===== config.mk =====
export PLATFORM = sky130hd
export DESIGN_NAME = hex_display_sequencer
export DESIGN_NICKNAME = d
export VERILOG_FILES = /design/src/rtl/hex_display_sequencer.sv
export SDC_FILE = /design/constraint.sdc
export NUM_CORES = 1
export LEC_CHECK = 0
export CAP_MARGIN = 20
export CORE_MARGIN = 10
export CORE_UTILIZATION = 47
export DETAILED_ROUTE_END_ITERATION = 16
export GPL_TIMING_DRIVEN = 0
export PLACE_DENSITY = 0.81
export SLEW_MARGIN = 20
export SYNTH_ARGS = -nofsm -noshare
export SYNTH_HDL_FRONTEND = slang
export SYNTH_SLANG_ARGS = --single-unit

===== constraint.sdc =====
create_clock -name SI_ClkIn -period 2.7 [get_ports SI_ClkIn]
set_input_delay 0.81 -clock SI_ClkIn [delete_from_list [all_inputs] [get_ports SI_ClkIn]]
set_output_delay 0.81 -clock SI_ClkIn [all_outputs]
set_load 0.02 [all_outputs]

===== src/rtl/hex_display_sequencer.sv =====
// Page sequencer for the six on-board seven-segment digits: selects one of four
// 24-bit sources by debounced key or timed rotation and registers the digits.
module hex_display_sequencer #(
    parameter int unsigned DEBOUNCE_CYCLES = 1000000,
    parameter int unsigned ROTATE_CYCLES   = 100000000,
    parameter bit          LZ_BLANK        = 1'b1
) (
    input  logic        SI_ClkIn,
    input  logic        SI_Reset_N,
    input  logic [23:0] page0,
    input  logic [23:0] page1,
    input  logic [23:0] page2,
    input  logic [23:0] page3,
    input  logic [3:0]  page_valid,
    input  logic        key_next,
    input  logic        auto_mode,
    input  logic        hold,
    output logic [23:0] digits,
    output logic [5:0]  blank,
    output logic [1:0]  page_sel,
    output logic        page_change
);

    // state | meaning
    // EMPTY | no valid page, display dark
    // SHOW  | showing page_sel, advancing on requests
    // HOLD  | display and selection frozen
    typedef enum logic [1:0] {ST_EMPTY, ST_SHOW, ST_HOLD} state_t;

    localparam int unsigned DW = (DEBOUNCE_CYCLES > 2) ? $clog2(DEBOUNCE_CYCLES) : 1;
    localparam int unsigned RW = (ROTATE_CYCLES > 2) ? $clog2(ROTATE_CYCLES) : 1;
    localparam logic [DW-1:0] DEB_MAX = DW'(DEBOUNCE_CYCLES - 1);
    localparam logic [RW-1:0] ROT_MAX = RW'(ROTATE_CYCLES - 1);

    state_t        state_q, state_d;
    logic [1:0]    sync_q;
    logic          deb_q, deb_d;
    logic [DW-1:0] cnt_q, cnt_d;
    logic          man_req_q, man_req_d;
    logic [RW-1:0] rcnt_q, rcnt_d;
    logic          auto_req_q, auto_req_d;
    logic [1:0]    page_sel_q, page_sel_d;
    logic          page_change_q, page_change_d;
    logic [23:0]   digits_q, digits_d;
    logic [5:0]    blank_q, blank_d;

    logic          rot_en, rot_tc, adv_req;
    logic [2:0]    nv;
    logic [1:0]    lowest;
    logic [23:0]   shown;
    logic [5:0]    lz_mask;
    logic          all_zero;

    // {found, index} of the nearest valid page after cur, searching cyclically
    function automatic logic [2:0] next_valid(input logic [3:0] v, input logic [1:0] cur);
        logic [1:0] idx;
        next_valid = 3'b000;
        for (int i = 3; i >= 1; i--) begin
            idx = cur + 2'(i);
            if (v[idx]) next_valid = {1'b1, idx};
        end
    endfunction

    always_comb begin
        deb_d = deb_q;
        cnt_d = '0;
        if (sync_q[1] != deb_q) begin
            if (cnt_q == DEB_MAX) deb_d = sync_q[1];
            else                  cnt_d = cnt_q + DW'(1);
        end
        man_req_d = deb_d & ~deb_q;
    end

    assign rot_en     = auto_mode & ~hold & ($countones(page_valid) >= 2);
    assign rot_tc     = (rcnt_q == ROT_MAX);
    assign auto_req_d = rot_en & rot_tc;
    // A manual rise restarts the rotation period so the next auto step is a full period away
    assign rcnt_d     = (!rot_en || rot_tc || man_req_d) ? '0 : rcnt_q + RW'(1);
    assign adv_req    = man_req_q | auto_req_q;

    always_comb begin
        lowest = 2'd0;
        for (int i = 3; i >= 0; i--) begin
            if (page_valid[i]) lowest = 2'(i);
        end
    end

    assign nv = next_valid(page_valid, page_sel_q);

    always_comb begin
        state_d    = state_q;
        page_sel_d = page_sel_q;
        case (state_q)
            ST_EMPTY: begin
                if (|page_valid) begin
                    state_d    = ST_SHOW;
                    page_sel_d = lowest;
                end
            end
            ST_SHOW: begin
                if (hold) begin
                    state_d = ST_HOLD;
                end else if (!page_valid[page_sel_q]) begin
                    if (nv[2]) page_sel_d = nv[1:0];
                    else       state_d    = ST_EMPTY;
                end else if (adv_req && nv[2]) begin
                    page_sel_d = nv[1:0];
                end
            end
            ST_HOLD: begin
                if (!hold) state_d = (|page_valid) ? ST_SHOW : ST_EMPTY;
            end
            default: state_d = ST_EMPTY;
        endcase
        page_change_d = (page_sel_d != page_sel_q);
    end

    always_comb begin
        case (page_sel_q)
            2'd0:    shown = page0;
            2'd1:    shown = page1;
            2'd2:    shown = page2;
            default: shown = page3;
        endcase
    end

    always_comb begin
        all_zero = 1'b1;
        lz_mask  = '0;
        for (int k = 5; k >= 1; k--) begin
            all_zero   = all_zero & (shown[4*k +: 4] == 4'd0);
            lz_mask[k] = all_zero;
        end
    end

    always_comb begin
        digits_d = digits_q;
        blank_d  = blank_q;
        if (state_q == ST_EMPTY) begin
            digits_d = '0;
            blank_d  = 6'b111111;
        end else if (state_q == ST_SHOW) begin
            digits_d = shown;
            blank_d  = LZ_BLANK ? lz_mask : 6'b000000;
        end
    end

    always_ff @(posedge SI_ClkIn) begin
        if (!SI_Reset_N) begin
            state_q       <= ST_EMPTY;
            sync_q        <= '0;
            deb_q         <= 1'b0;
            cnt_q         <= '0;
            man_req_q     <= 1'b0;
            rcnt_q        <= '0;
            auto_req_q    <= 1'b0;
            page_sel_q    <= '0;
            page_change_q <= 1'b0;
            digits_q      <= '0;
            blank_q       <= 6'b111111;
        end else begin
            state_q       <= state_d;
            sync_q        <= {sync_q[0], key_next};
            deb_q         <= deb_d;
            cnt_q         <= cnt_d;
            man_req_q     <= man_req_d;
            rcnt_q        <= rcnt_d;
            auto_req_q    <= auto_req_d;
            page_sel_q    <= page_sel_d;
            page_change_q <= page_change_d;
            digits_q      <= digits_d;
            blank_q       <= blank_d;
        end
    end

    assign digits      = digits_q;
    assign blank       = blank_q;
    assign page_sel    = page_sel_q;
    assign page_change = page_change_q;

endmodule


# Word-level counts from Yosys, hierarchy flattened
# Cells that the tools add are included.
# word_totals
ff_bits,87
in_bits,105
# op_classes
eq_ne,12
magnitude_cmp,5
n_reduce_logical,16
bitwise,13
add_sub_neg,8
muxes,31
# op_table
op,count
$pmux W24 S3,1
$mux W2,14
$add A27 B1 Y27 const B,1
$eq A27 B27 Y1 const B,1
$add A20 B1 Y20 const B,1
$eq A20 B20 Y1 const B,1
$logic_not A4 Y1,5
$lt A2 B3 Y1 const B,4
$mux W3,3
$and A1 B1 Y1,8
$bmux W1 S2,4
$mux W1,7
$ne A3 B3 Y1 const B,2
$pmux W2 S3,1
$add A1 B1 Y2,2
$add A2 B2 Y2 const B,2
$eq A2 B1 Y1 const B,2
$eq A2 B2 Y1 const B,2
$logic_not A2 Y1,2
$ne A2 B2 Y1 const B,2
$not A1 Y1,4
$pmux W2 S2,1
$reduce_and A4 Y1,1
$reduce_or A2 Y1,2
other kinds (11),12

# Longest topological paths before layout
# depth
depth_word,12
ltp_mapped,12
depth_no_buf,8

# Worst setup path before layout
# OpenSTA, ideal clock, no wires.
# synth_path
kind,register -> register
start,register page_sel_q[0] (netlist: page_sel[0])
end,register page_change_q (netlist: page_change)
path_stages_with_launch,10
t_arrival_ps,2418
period_less_slack_ps,2543
setup_time_ps,125
slack_ps,157
path_cell_list,dfxtp_1 -> buf_2 -> buf_2 -> inv_1 -> ha_1 -> mux4_2 -> nor3_1 -> o21ai_0 -> a31oi_1 -> a31oi_1
# synth_via
elab_chain_cells,12
word_cells_on_any_way,22
# synth_rtl
item,line,rtl
"start, declared",42,"logic [1:0] page_sel_q, page_sel_d;"
"start signal, assigned",169,page_sel_q <= page_sel_d;
$add A2 B2 Y2,59,idx = cur + 2'(i);
$bmux W1 S2,60,"if (v[idx]) next_valid = {1'b1, idx};"
$mux W1 (not written as such),60,
$mux W3 (3 in series),60,
$logic_and A1 B1 Y1,106,end else if (adv_req && nv[2]) begin
$mux W2,106,
$mux W2,103,end else if (!page_valid[page_sel_q]) begin
$mux W2,101,if (hold) begin
$pmux W2 S2,93,case (state_q)
$ne A2 B2 Y1 *,115,page_change_d = (page_sel_d != page_sel_q);
"end signal, assigned",170,page_change_q <= page_change_d;
"end, declared",43,"logic page_change_q, page_change_d;"
# Every way passes the cells marked *; elsewhere a longest branch is shown, timed or not. The select of a mux whose other input is x is not followed.
# A chain may end at the register's enable or synchronous reset.

# Final worst setup path
# layout_path
start,input port page_valid[3]
end,register rcnt_q[2]
# layout_via
elab_chain_cells,8
# layout_rtl
item,line,rtl
"start, declared",14,"input logic [3:0] page_valid,"
$add A1 B1 Y2 (not written as such),74,assign rot_en = auto_mode & ~hold & ($countones(page_valid) >= 2);
$add A2 B2 Y3 (not written as such),74,
$ge A3 B2 Y1,74,
$and A1 B1 Y1,74,
$logic_not A1 Y1,78,assign rcnt_d = (!rot_en || rot_tc || man_req_d) ? '0 : rcnt_q + RW'(1);
$logic_or A1 B1 Y1 (2 in series),78,
$reduce_or A2 Y1 (no source line),-,
"end signal, assigned",167,rcnt_q <= rcnt_d;
"end, declared",40,"logic [RW-1:0] rcnt_q, rcnt_d;"
# Every way passes these cells.

==> summary.txt <==
Die
  – I/O Pins: roughly 140
  – CORE AREA: roughly 9000 µm²
  – Initial Util: between 40 and 50%
  – Die area: around 14000 µm²
  – Chip Width: 116.7 µm
  – Die height: roughly 120 µm
  – Row cnt: 35

Worst hold path
  – Worst hold path type: reg2reg
  – Hold Crit Depth: 1
  – Hold wc startpoint: sync_q[0]$_SDFF_PN0_
  – Endpoint, Worst Hold: sync_q[1]$_SDFF_PN0_

Critical path
  – WP data required: about 3000 ps
  – CP Max Fanout: 10
  – Setup slack, reg-to-reg: a little under 80 ps
  – CP startpoint kind: primary input
  – CP arrival: roughly 2900 ps
  – FF-to-FF End: blank[1]$_SDFFE_PP1P_
  – Crit path capture type: flip-flop
  – Class of the most critical setup path: in2reg
  – R2R cell count: 10
  – Worst R2R Start: page_sel[0]$_SDFF_PN0_

Power
  – Worst IR drop on VDD: about 470 µV
  – Internal Power: 2007 µW
  – Net Sw Frac: between 20% and 30%
  – Clock share of power: ~28%
  – Psw: 816.5 µW
  – Total power: around 2800 µW
  – PwrDens: between 400 and 500 nW/µm²
  – Leak pwr: 0.002131 µW
  – Register share of total power: 47.8%
  – Comb pwr share: between 20% and 30%

Place
  – Dpl ws: -569.5 ps
  – Placed Area: 5904 µm²
  – HPWL Detailed: 11320 µm
  – PortBufs: around 140
  – Routability cong.: just under 0.9

Global routing
  – First-pass GRT wire length: 21600 µm
  – Pin count of the biggest net entering global routing: 16
  – Gr usage total: approximately a fifth
  – Vias in the first global route: approximately 4400
  – Initial antenna violation count: 1
  – GRT overflow: 0

Synthesis
  – Sequential area share after synthesis: between 30 and 40%
  – Syn Inst Count: 519
  – Flops & latches, synth: 87
  – Syn nets: ~630
  – Synthesized area: between 4000 and 5000 µm²
  – EDFF count, synth: 0
  – Avg Cell Area, Syn: 8.467 µm²
  – Syn. warnings: 0
  – Async set-reset flop share out of synthesis: 0%
  – Main flop type after synthesis: dfxtp_1
  – Count of cell types in the netlist: 56

Route
  – Routed length on met3: between 900 and 1000 µm
  – Met2 routed WL: 7583 µm
  – Vias per cell: roughly 5.7
  – Routed wire length: approximately 14000 µm
  – WL per Instance: roughly 18 µm
  – Top sig layer: met5
  – WL met1: about 5500 µm
  – DRC viols: 0
  – Drt pass-1 iters: 8
  – Antenna viol nets, final: 0
  – Vias: roughly 4500
  – Initial drt markers: roughly 390

Timing
  – Final Max Slew Viols: 0
  – F_max: about 0.38 GHz
  – Final Setup Violations: 0
  – Minimum clock period: 2621 ps
  – Worst clock skew: between 10 and 15 ps
  – Final cycle utilization of the critical path: between 90% and 100%
  – Final WS setup: 79.38 ps
  – Slew HR: between 40% and 50%
  – Final hold violation count: 0
  – Slew of the pin with the lowest slew margin: roughly 790 ps

Clock network
  – CTS buffer count: 9
  – Sink Count: 87
  – CTS max path bufs: 2
  – Later-pin clock latency in the skew report: ~360 ps
  – CTS tree: done
  – Root Buffer: clkbuf_8
  – Reg clk slew, reported paths: 80 ps
  – Hold Buf Count CTS: 0
  – Htree depth: 3

Layout
  – Filler cells: between 700 and 800
  – Commonest non-fill, non-tap cell in the layout: clkdlybuf4s50_1
  – Most frequent cells in the layout: clkdlybuf4s50_1 (134), nor2_1 (95), dfxtp_1 (85)
  – Diode count: 0
  – Design Area, Final: around 6200 µm²
  – Layout area overhead: 40.66%
  – Nets: ~790
  – Layout cell share with drive strength beyond 1: between 7 and 8%

Job
  – Max-cap violations: 0

Status
  – Run status: completed
-- power groups by stage --
stage / logic, µW / registers (µW) / clock network, µW
final: 672 / 1350 / 803
after global routing: 721 / 1350 / 881
after detailed placement: 632 / 1380 / 0
after CTS: 644 / 1350 / 819
after floorplan: 272 / 1420 / 0
after global placement: 621 / 1380 / 0
-- worst max-delay path: stages --
cell and delay, ps:
dlygate4sd2_1 340, fa_1 530, a21oi_1 70, or3_1 370, or3b_1 360, buf_4 180, buf_6 150, nor2_1 100
-- cell families after synthesis --
group,share of synthesized area (%)
muxes,1.708
DFF,39.64
AOI/OAI and AO/OA,18.34
xor gates and xnor gates,8.371
buffers and inverters,4.328
and+or+nand+nor,25.17
adders and majority gates,2.449
-- registers in the layout, indices dropped and copies added, names as in the netlist --
register / flops
auto_req_q: 1
digits: 24
man_req_q: 1
page_sel: 2
blank: 6
rcnt_q: 27
cnt_q: 20
sync_q: 2
state_q: 2
page_change: 1
deb_q: 1
-- synth_stat cells (all sizes together) (13+ instances only) --
library cell	number	share of area, %
a21oi	27	3.1
nand3	24	2.8
nand2	29	2.5
dfxtp	87	40
a222oi	24	5.5
a22oi	23	3.9
nand4	13	2.0
xor2	29	5.8
clkbuf	18	1.5
o21ai	21	2.4
xnor2	13	2.6
nor2	96	8.2
-- through the flow --
stage | hold slack [ps] | TNS, ps | cells | utilization [%]
6_report | 442.0 | 0 | 788 | 67.53
3_3_place_gp | 418.3 | -13660 | 767 | 64.51
4_1_cts | 445.0 | -30.38 | 786 | 66.78
2_1_floorplan | 411.9 | 0 | 519 | -
5_1_grt | 456.4 | -33.97 | 788 | 67.53
3_5_place_dp | 426.1 | -15260 | 767 | 64.51
-- worst max-delay path by stage --
stage | from | end | slack (ps) | depth (start not counted)
after floorplan | page_sel[0]$_SDFF_PN0_ | page_change$_SDFF_PN0_ | 160 | 9
after global placement | page_valid[0] | rcnt_q[2]$_SDFF_PP0_ | -520 | 8
after detailed placement | page_valid[0] | rcnt_q[26]$_SDFF_PP0_ | -570 | 8
after CTS | page_sel[0]$_SDFF_PN0_ | blank[1]$_SDFFE_PP1P_ | -30 | 12
after global routing | page_sel[0]$_SDFF_PN0_ | blank[1]$_SDFFE_PP1P_ | -30 | 10
final | page_valid[3] | rcnt_q[2]$_SDFF_PP0_ | 80 | 8
-- cell type report --
| cell class | instances | area [µm²] | area share [%] |
|---|---|---|---|
| Buffer | 29 | 157.7 | 2.551 |
| Clock buffer | 10 | 127.6 | 2.065 |
| Clock inverter | 6 | 45.04 | 0.7287 |
| Inverter | 13 | 52.55 | 0.8502 |
| Multi-Input combinational cell | 389 | 2501 | 40.47 |
| Sequential cell | 87 | 1749 | 28.30 |
| Tap cell | 111 | 138.9 | 2.247 |
| Timing Repair Buffer | 143 | 1409 | 22.79 |
-- per-layer routing --
metal,GRT usage [%],vias to the layer above
li1,-,2191
met1,23.11,2130
met2,34.57,171
met3,4.622,30
met4,5.931,2
met5,0,-
-- what timing repair did --
action	in CTS	in global routing
pin swaps	7	11
setup endpoints to repair	31	23
setup buffers	3	3
resized for setup	9	18
Note: power is estimated with default switching activity, not from simulation.
